**src/rtl/irq_timer_ctrl.sv**
```systemverilog
// ---------------------------------------------------------------------------
// irq_timer_ctrl
//
// System timer and interrupt controller for the CPU system-register window.
// Provides NUM_TIMERS independent countdown timers, each with its own
// prescaler (short or long period), one-shot or auto-reload mode and a
// status bit. A rising edge on ext_irq (DMA done) is latched into status
// bit 7. Status is masked into a single level IRQ towards the CPU.
// All timer, prescaler and bus state advances only on cycles where ce=1.
//
// Register map (addr):
//   2i   : timer i count   (write loads count+reload and restarts prescaler)
//   2i+1 : timer i control (bit0 enable, bit1 long prescale, bit2 auto-reload)
//   0xE  : mask   (bits [NUM_TIMERS-1:0] timers, bit 7 ext_irq)
//   0xF  : status (same layout; read acknowledges, write-1-to-clear)
//   other: read 0xFF, writes ignored
//
// Ports:
//   clk      system clock
//   reset_n  synchronous reset, active-low
//   ce       CPU-rate clock enable
//   cs       register select (sampled when ce=1)
//   we       1=write, 0=read
//   addr     register index
//   din      write data
//   dout     registered read data, held between reads
//   ext_irq  external interrupt request, rising edge latched
//   irq      registered level IRQ = |(status & mask)
// ---------------------------------------------------------------------------
module irq_timer_ctrl #(
  parameter int NUM_TIMERS = 2,
  parameter int CNT_W      = 8,
  parameter int PRE_SHORT  = 256,
  parameter int PRE_LONG   = 16384
) (
  input  logic       clk,
  input  logic       reset_n,
  input  logic       ce,
  input  logic       cs,
  input  logic       we,
  input  logic [3:0] addr,
  input  logic [7:0] din,
  output logic [7:0] dout,
  input  logic       ext_irq,
  output logic       irq
);

  localparam int PW = $clog2(PRE_LONG);

  localparam logic [PW-1:0]    SHORT_M1 = PW'(PRE_SHORT - 1);
  localparam logic [PW-1:0]    LONG_M1  = PW'(PRE_LONG - 1);
  localparam logic [PW-1:0]    PRE_ONE  = PW'(1);
  localparam logic [CNT_W-1:0] CNT_ONE  = CNT_W'(1);

  // Implemented bits of the mask/status registers; the rest read as 0.
  localparam logic [7:0] STAT_BITS = 8'h80 | 8'((1 << NUM_TIMERS) - 1);

  localparam logic [3:0] ADDR_MASK   = 4'hE;
  localparam logic [3:0] ADDR_STATUS = 4'hF;

  // Bus strobes, qualified by the clock enable.
  logic wr_cyc;
  logic rd_cyc;
  assign wr_cyc = ce & cs & we;
  assign rd_cyc = ce & cs & ~we;

  // Per-timer state exported from the generate blocks for the read mux.
  logic [NUM_TIMERS-1:0][CNT_W-1:0] count_all;
  logic [NUM_TIMERS-1:0][2:0]       ctrl_all;
  logic [NUM_TIMERS-1:0]            expire_all;

  // -------------------------------------------------------------------------
  // Timers
  // -------------------------------------------------------------------------
  genvar gi;
  generate
    for (gi = 0; gi < NUM_TIMERS; gi++) begin : g_timer
      localparam logic [3:0] COUNT_ADDR = 4'(2 * gi);
      localparam logic [3:0] CTRL_ADDR  = 4'(2 * gi + 1);

      logic [CNT_W-1:0] count_reg;
      logic [CNT_W-1:0] count_next;
      logic [CNT_W-1:0] reload_reg;
      logic [CNT_W-1:0] reload_next;
      logic [2:0]       ctrl_reg;
      logic [2:0]       ctrl_next;
      logic [PW-1:0]    pre_reg;
      logic [PW-1:0]    pre_next;
      logic [PW-1:0]    period_m1;
      logic             wr_count;
      logic             wr_ctrl;
      logic             tick;
      logic             expire;

      assign wr_count  = wr_cyc && (addr == COUNT_ADDR);
      assign wr_ctrl   = wr_cyc && (addr == CTRL_ADDR);
      assign period_m1 = ctrl_reg[1] ? LONG_M1 : SHORT_M1;

      always_comb begin
        count_next  = count_reg;
        reload_next = reload_reg;
        ctrl_next   = ctrl_reg;
        pre_next    = pre_reg;
        tick        = 1'b0;
        expire      = 1'b0;

        // Control writes never touch count or prescaler; the enable seen by
        // the countdown this cycle is the pre-write value.
        if (wr_ctrl) begin
          ctrl_next = din[2:0];
        end

        if (wr_count) begin
          // A count write overrides any tick landing on the same edge.
          count_next  = din[CNT_W-1:0];
          reload_next = din[CNT_W-1:0];
          pre_next    = period_m1;
          // Writing 0 to a running timer expires it immediately.
          expire      = ctrl_reg[0] && (din[CNT_W-1:0] == '0);
        end else if (ce && ctrl_reg[0]) begin
          if (pre_reg == '0) begin
            pre_next = period_m1;
            tick     = 1'b1;
          end else begin
            pre_next = pre_reg - PRE_ONE;
          end

          // A counter parked at 0 ignores ticks, so status is set only once.
          if (tick && (count_reg != '0)) begin
            if (count_reg == CNT_ONE) begin
              expire     = 1'b1;
              count_next = ctrl_reg[2] ? reload_reg : '0;
            end else begin
              count_next = count_reg - CNT_ONE;
            end
          end
        end
      end

      always_ff @(posedge clk) begin
        if (!reset_n) begin
          count_reg  <= '0;
          reload_reg <= '0;
          ctrl_reg   <= '0;
          pre_reg    <= '0;
        end else begin
          count_reg  <= count_next;
          reload_reg <= reload_next;
          ctrl_reg   <= ctrl_next;
          pre_reg    <= pre_next;
        end
      end

      assign count_all[gi]  = count_reg;
      assign ctrl_all[gi]   = ctrl_reg;
      assign expire_all[gi] = expire;
    end
  endgenerate

  // -------------------------------------------------------------------------
  // External interrupt edge detect
  // -------------------------------------------------------------------------
  logic ext_prev_reg;
  logic ext_prev_next;
  logic ext_edge;

  assign ext_edge      = ce & ext_irq & ~ext_prev_reg;
  assign ext_prev_next = ce ? ext_irq : ext_prev_reg;

  // -------------------------------------------------------------------------
  // Mask / status
  // -------------------------------------------------------------------------
  logic [7:0] mask_reg;
  logic [7:0] mask_next;
  logic [7:0] status_reg;
  logic [7:0] status_next;
  logic [7:0] status_set;
  logic [7:0] status_clr;

  assign status_set = 8'(expire_all) | {ext_edge, 7'b0};

  always_comb begin
    mask_next  = mask_reg;
    status_clr = 8'h00;

    if (wr_cyc && (addr == ADDR_MASK)) begin
      mask_next = din & STAT_BITS;
    end

    // A status read acknowledges exactly the bits it returns.
    if (rd_cyc && (addr == ADDR_STATUS)) begin
      status_clr = status_reg;
    end
    if (wr_cyc && (addr == ADDR_STATUS)) begin
      status_clr = din & STAT_BITS;
    end

    // Set wins over a same-cycle acknowledge or W1C.
    status_next = (status_reg & ~status_clr) | status_set;
  end

  // -------------------------------------------------------------------------
  // Read mux
  // -------------------------------------------------------------------------
  logic [7:0] rd_data;

  always_comb begin
    rd_data = 8'hFF;
    if (addr == ADDR_MASK) begin
      rd_data = mask_reg;
    end else if (addr == ADDR_STATUS) begin
      rd_data = status_reg;
    end else begin
      for (int i = 0; i < NUM_TIMERS; i++) begin
        if (addr == 4'(2 * i)) begin
          rd_data = 8'(count_all[i]);
        end
        if (addr == 4'(2 * i + 1)) begin
          rd_data = {5'b0, ctrl_all[i]};
        end
      end
    end
  end

  // -------------------------------------------------------------------------
  // Shared registers
  // -------------------------------------------------------------------------
  logic [7:0] dout_reg;
  logic       irq_reg;

  always_ff @(posedge clk) begin
    if (!reset_n) begin
      mask_reg     <= 8'h00;
      status_reg   <= 8'h00;
      ext_prev_reg <= 1'b0;
      dout_reg     <= 8'hFF;
      irq_reg      <= 1'b0;
    end else begin
      mask_reg     <= mask_next;
      status_reg   <= status_next;
      ext_prev_reg <= ext_prev_next;
      if (rd_cyc) begin
        dout_reg <= rd_data;
      end
      // Built from the registered status, so irq trails a status change by
      // one clk regardless of ce.
      irq_reg <= |(status_reg & mask_reg);
    end
  end

  assign dout = dout_reg;
  assign irq  = irq_reg;

endmodule
```
**config.mk**
```make
export PLATFORM = sky130hd
export DESIGN_NAME = irq_timer_ctrl
export DESIGN_NICKNAME = d
export VERILOG_FILES = /design/src/rtl/irq_timer_ctrl.sv
export SDC_FILE = /design/constraint.sdc
export NUM_CORES = 1
export LEC_CHECK = 0
export CORE_MARGIN = 2
export CORE_UTILIZATION = 56
export CTS_CLUSTER_DIAMETER = 60
export DETAILED_ROUTE_END_ITERATION = 10
export PLACE_DENSITY = 0.75
export SLEW_MARGIN = 10
export SYNTH_ARGS = -nofsm -noshare
export SYNTH_HDL_FRONTEND = slang
export SYNTH_SLANG_ARGS = --single-unit
export TNS_END_PERCENT = 5
```
**constraint.sdc**
```tcl
create_clock -name clk -period 2.9 [get_ports clk]
set_input_delay 0.435 -clock clk [delete_from_list [all_inputs] [get_ports clk]]
set_output_delay 0.435 -clock clk [all_outputs]
set_load 0.03 [all_outputs]
```
==> results by group <==
Timing
  – Final period utilization: 0.810
  – F_max: between 400 and 500 MHz
  – Setup TNS: 0 ns
  – Slew @ Worst Pin: between 0.6 and 0.7 ns
  – Max Slew Vio Count: 0
  – Worst slew margin: 0.587
  – RSZ-0062 raised after global routing: no
  – Final hold vios: 0
  – Setup ws final: about 0.55 ns
  – Final worst clock skew: 0.0141 ns
  – Tmin final: between 2 and 2.5 ns
  – Final setup viols: 0

Clock network
  – Post-CTS Hold Buffers: 0
  – Num CTS Buffers: 9
  – Clock insertion delay at the later pin of the skew report: 0.37 ns
  – Clk buf depth: 2
  – Clock Sinks: 87
  – Count of cells resized by post-cts repair: 0
  – Setup Buffers After CTS: 0
  – CTS tree: done
  – Clk slew on worst S/H paths: 0.10 ns
  – CTS root buf: clkbuf_8
  – CTS H-tree depth: 3

Detailed routing
  – Vias post-DR: approximately 4800
  – Detailed Route WL: 13400 um
  – Met1 wire length: 5850 um
  – Highest metal layer with signal wires: met4
  – ANT nets after route: 0
  – DR vias/cell: 6.42
  – Met3 Routed Length: 1040 um
  – Iteration count of the initial detailed-routing pass: 5
  – DRC Markers: 0
  – Initial DRC Count: about 460
  – Met2 WL post-DR: 6190 um
  – DR WL/cell: 18.0 um

Global route
  – Vias in the first global route: 4351
  – Initial antenna violation count: 0
  – Pin count of the biggest net entering global routing: 40
  – First-pass GRT wire length: 21500 um
  – Global route overflow: 0
  – Tot GR Track Use: 0.300

Floorplan
  – Std cell rows: 33
  – Die Ht: 96.5 um
  – Initial Utilization: 0.580
  – Die X: 96.5 um
  – Top-Level Pins: 27
  – Core area: 0.00826 mm^2
  – Total Die Area: 0.00930 mm^2

Worst setup path
  – Critical Path Source Type: primary input
  – Critical R2R Launch: g_timer[0].pre_reg[0]$_SDFFE_PN0P_
  – CP required: between 3 and 4 ns
  – Crit path capture type: flop
  – Maximum fanout along the worst path: 13
  – Worst reg-to-reg path cell count: 8
  – WP data arrival: 2.67 ns
  – Crit path kind: primary input to flop
  – Reg2reg end: g_timer[0].count_reg[7]$_SDFFE_PN0P_
  – Worst setup path startpoint: addr[3]
  – Critical path endpoint: g_timer[1].pre_reg[7]$_SDFFE_PN0P_
  – R2R Setup Slk: 0.61 ns

Synth
  – Post-synth EDFFs: 0
  – Mux cell area share after synthesis: 0.0387
  – Largest family of logic cells by synthesized area: compound AO/OA/AOI/OAI gates
  – Synth cell types: 70
  – Synth Instances: slightly above 600
  – Xor/xnor share of the synthesized area: 0.0146
  – Syn Area/Cell: 7.85 um^2
  – Syn. warnings: 0
  – Synth Cell Area: between 0.004 and 0.005 mm^2
  – Post-synthesis simple-gate area fraction: 0.254
  – Adder-cell share of the synthesized area: 0.0209
  – Sequential area share after synthesis: 0.364
  – Ys async rst share: 0
  – Compound-cell area share of the yosys netlist: 0.262
  – Synthesis-stage register bit count: between 80 and 90
  – Post-Syn Nets: 636
  – Dominant synthesized flop cell: dfxtp_1

Job
  – MaxCap Viol Count: 0

Finish
  – Most common cell after layout, fill and taps aside: dfxtp_1
  – Layout cells sized above 1: 0.0893
  – Most frequent cells in the layout: dfxtp_1, nand2_1, a21oi_1
  – Fin nets: about 660
  – Final Cell Area: 0.00549 mm^2
  – Area grow syn2layout: 14.6%
  – Core Util, Final: 0.664
  – Fillers: about 730
  – ANT cells: 0
  – Layout Cells excl Fill: 743
  – Max reg flops: 28

Power
  – Gate power share: 0.089
  – Switching power: 623 uW
  – Seq pwr share: 0.456
  – Switching Share: 0.233
  – Leakage power: 2.12 nW
  – Worst VDD drop: 0.330 mV
  – Power per cell area: between 400 and 500 mW/mm^2
  – Clock share of power: 0.455
  – Int Pwr: 2.05 mW

Place
  – Placer Congestion: roughly 1.0
  – Setup WS pre-CTS: 0.205 ns
  – Cell area after placement: 0.00519 mm^2
  – PortBufs: 26
  – DP Wirelength: between 9000 and 10000 um
  – Placed insts: 727

Outcome
  – Status: finished, final reports clean

Hold path
  – Hold/Removal Path Class: flop to flop
[power by group through the flow]
stage	logic (mW)	registers [mW]	clock network, mW
after CTS	0.235	1.22	1.23
after global placement	0.229	1.25	0
after global routing	0.258	1.22	1.29
after detailed placement	0.233	1.25	0
after floorplan	0.131	1.25	0
final	0.239	1.22	1.22
[how the worst min path moves through the flow]
stage | start | to | cells past startpoint
finish | g_timer[0].reload_reg[4]$_SDFFE_PN0P_ | g_timer[0].reload_reg[4]$_SDFFE_PN0P_ | 2
global placement | g_timer[0].reload_reg[5]$_SDFFE_PN0P_ | g_timer[0].reload_reg[5]$_SDFFE_PN0P_ | 2
detailed placement | g_timer[0].reload_reg[4]$_SDFFE_PN0P_ | g_timer[0].reload_reg[4]$_SDFFE_PN0P_ | 2
global route | g_timer[0].reload_reg[4]$_SDFFE_PN0P_ | g_timer[0].reload_reg[4]$_SDFFE_PN0P_ | 2
CTS | g_timer[0].reload_reg[4]$_SDFFE_PN0P_ | g_timer[0].reload_reg[4]$_SDFFE_PN0P_ | 2
floorplan | status_reg[6]$_SDFF_PN0_ | status_reg[6]$_SDFF_PN0_ | 1
[metal layers]
metal	GRT usage	vias up
met5	0	-
met4	0.121	0
met3	0.0574	26
met2	0.474	224
met1	0.405	2225
li1	-	2297
[through the flow]
step	hold WS (ns)	power, mW
floorplan	0.421	1.39
global placement	0.446	1.47
detailed placement	0.450	1.48
CTS	0.461	2.68
global route	0.494	2.76
finish	0.466	2.67
[final cells by class]
class | count | area (um^2) | share of cell area
clock buffer | 9 | 124 | 0.0226
clock inverter | 7 | 168 | 0.0306
inverter | 20 | 75.1 | 0.0137
multi-input combinational | 467 | 2820 | 0.514
sequential | 87 | 1740 | 0.317
tap | 105 | 131 | 0.0239
timing repair buffer | 48 | 425 | 0.0775
[cells in the mapped netlist, types with 13 or more instances]
library cell  instances  area share
a21oi_1              56       0.059
and2_1               13       0.017
clkbuf_1             31       0.024
dfxtp_1              87        0.36
inv_1                20       0.016
mux2i_1              14       0.029
nand2_1              74       0.058
nand3_1              22       0.023
nor2_1               53       0.042
nor3_1               17       0.018
o21ai_0              40       0.042
[logic make-up (layout without fill, tap and decap cells)]
group / count (synthesis) / in the layout
and+or+nand+nor: 242 / 242
muxes: 17 / 17
adders and majority gates: 8 / 8
xor gates and xnor gates: 8 / 8
AOI/OAI and AO/OA: 192 / 192
buffers and inverters: 56 / 84
DFF: 87 / 87
[critical path: stages]
cell,delay [ns]
clkdlybuf4s50_1,0.55
or4b_1,0.62
or2_2,0.32
and2_1,0.32
a21oi_1,0.22
o221a_2,0.20
No activity file was read; power rests on OpenSTA's default activity.
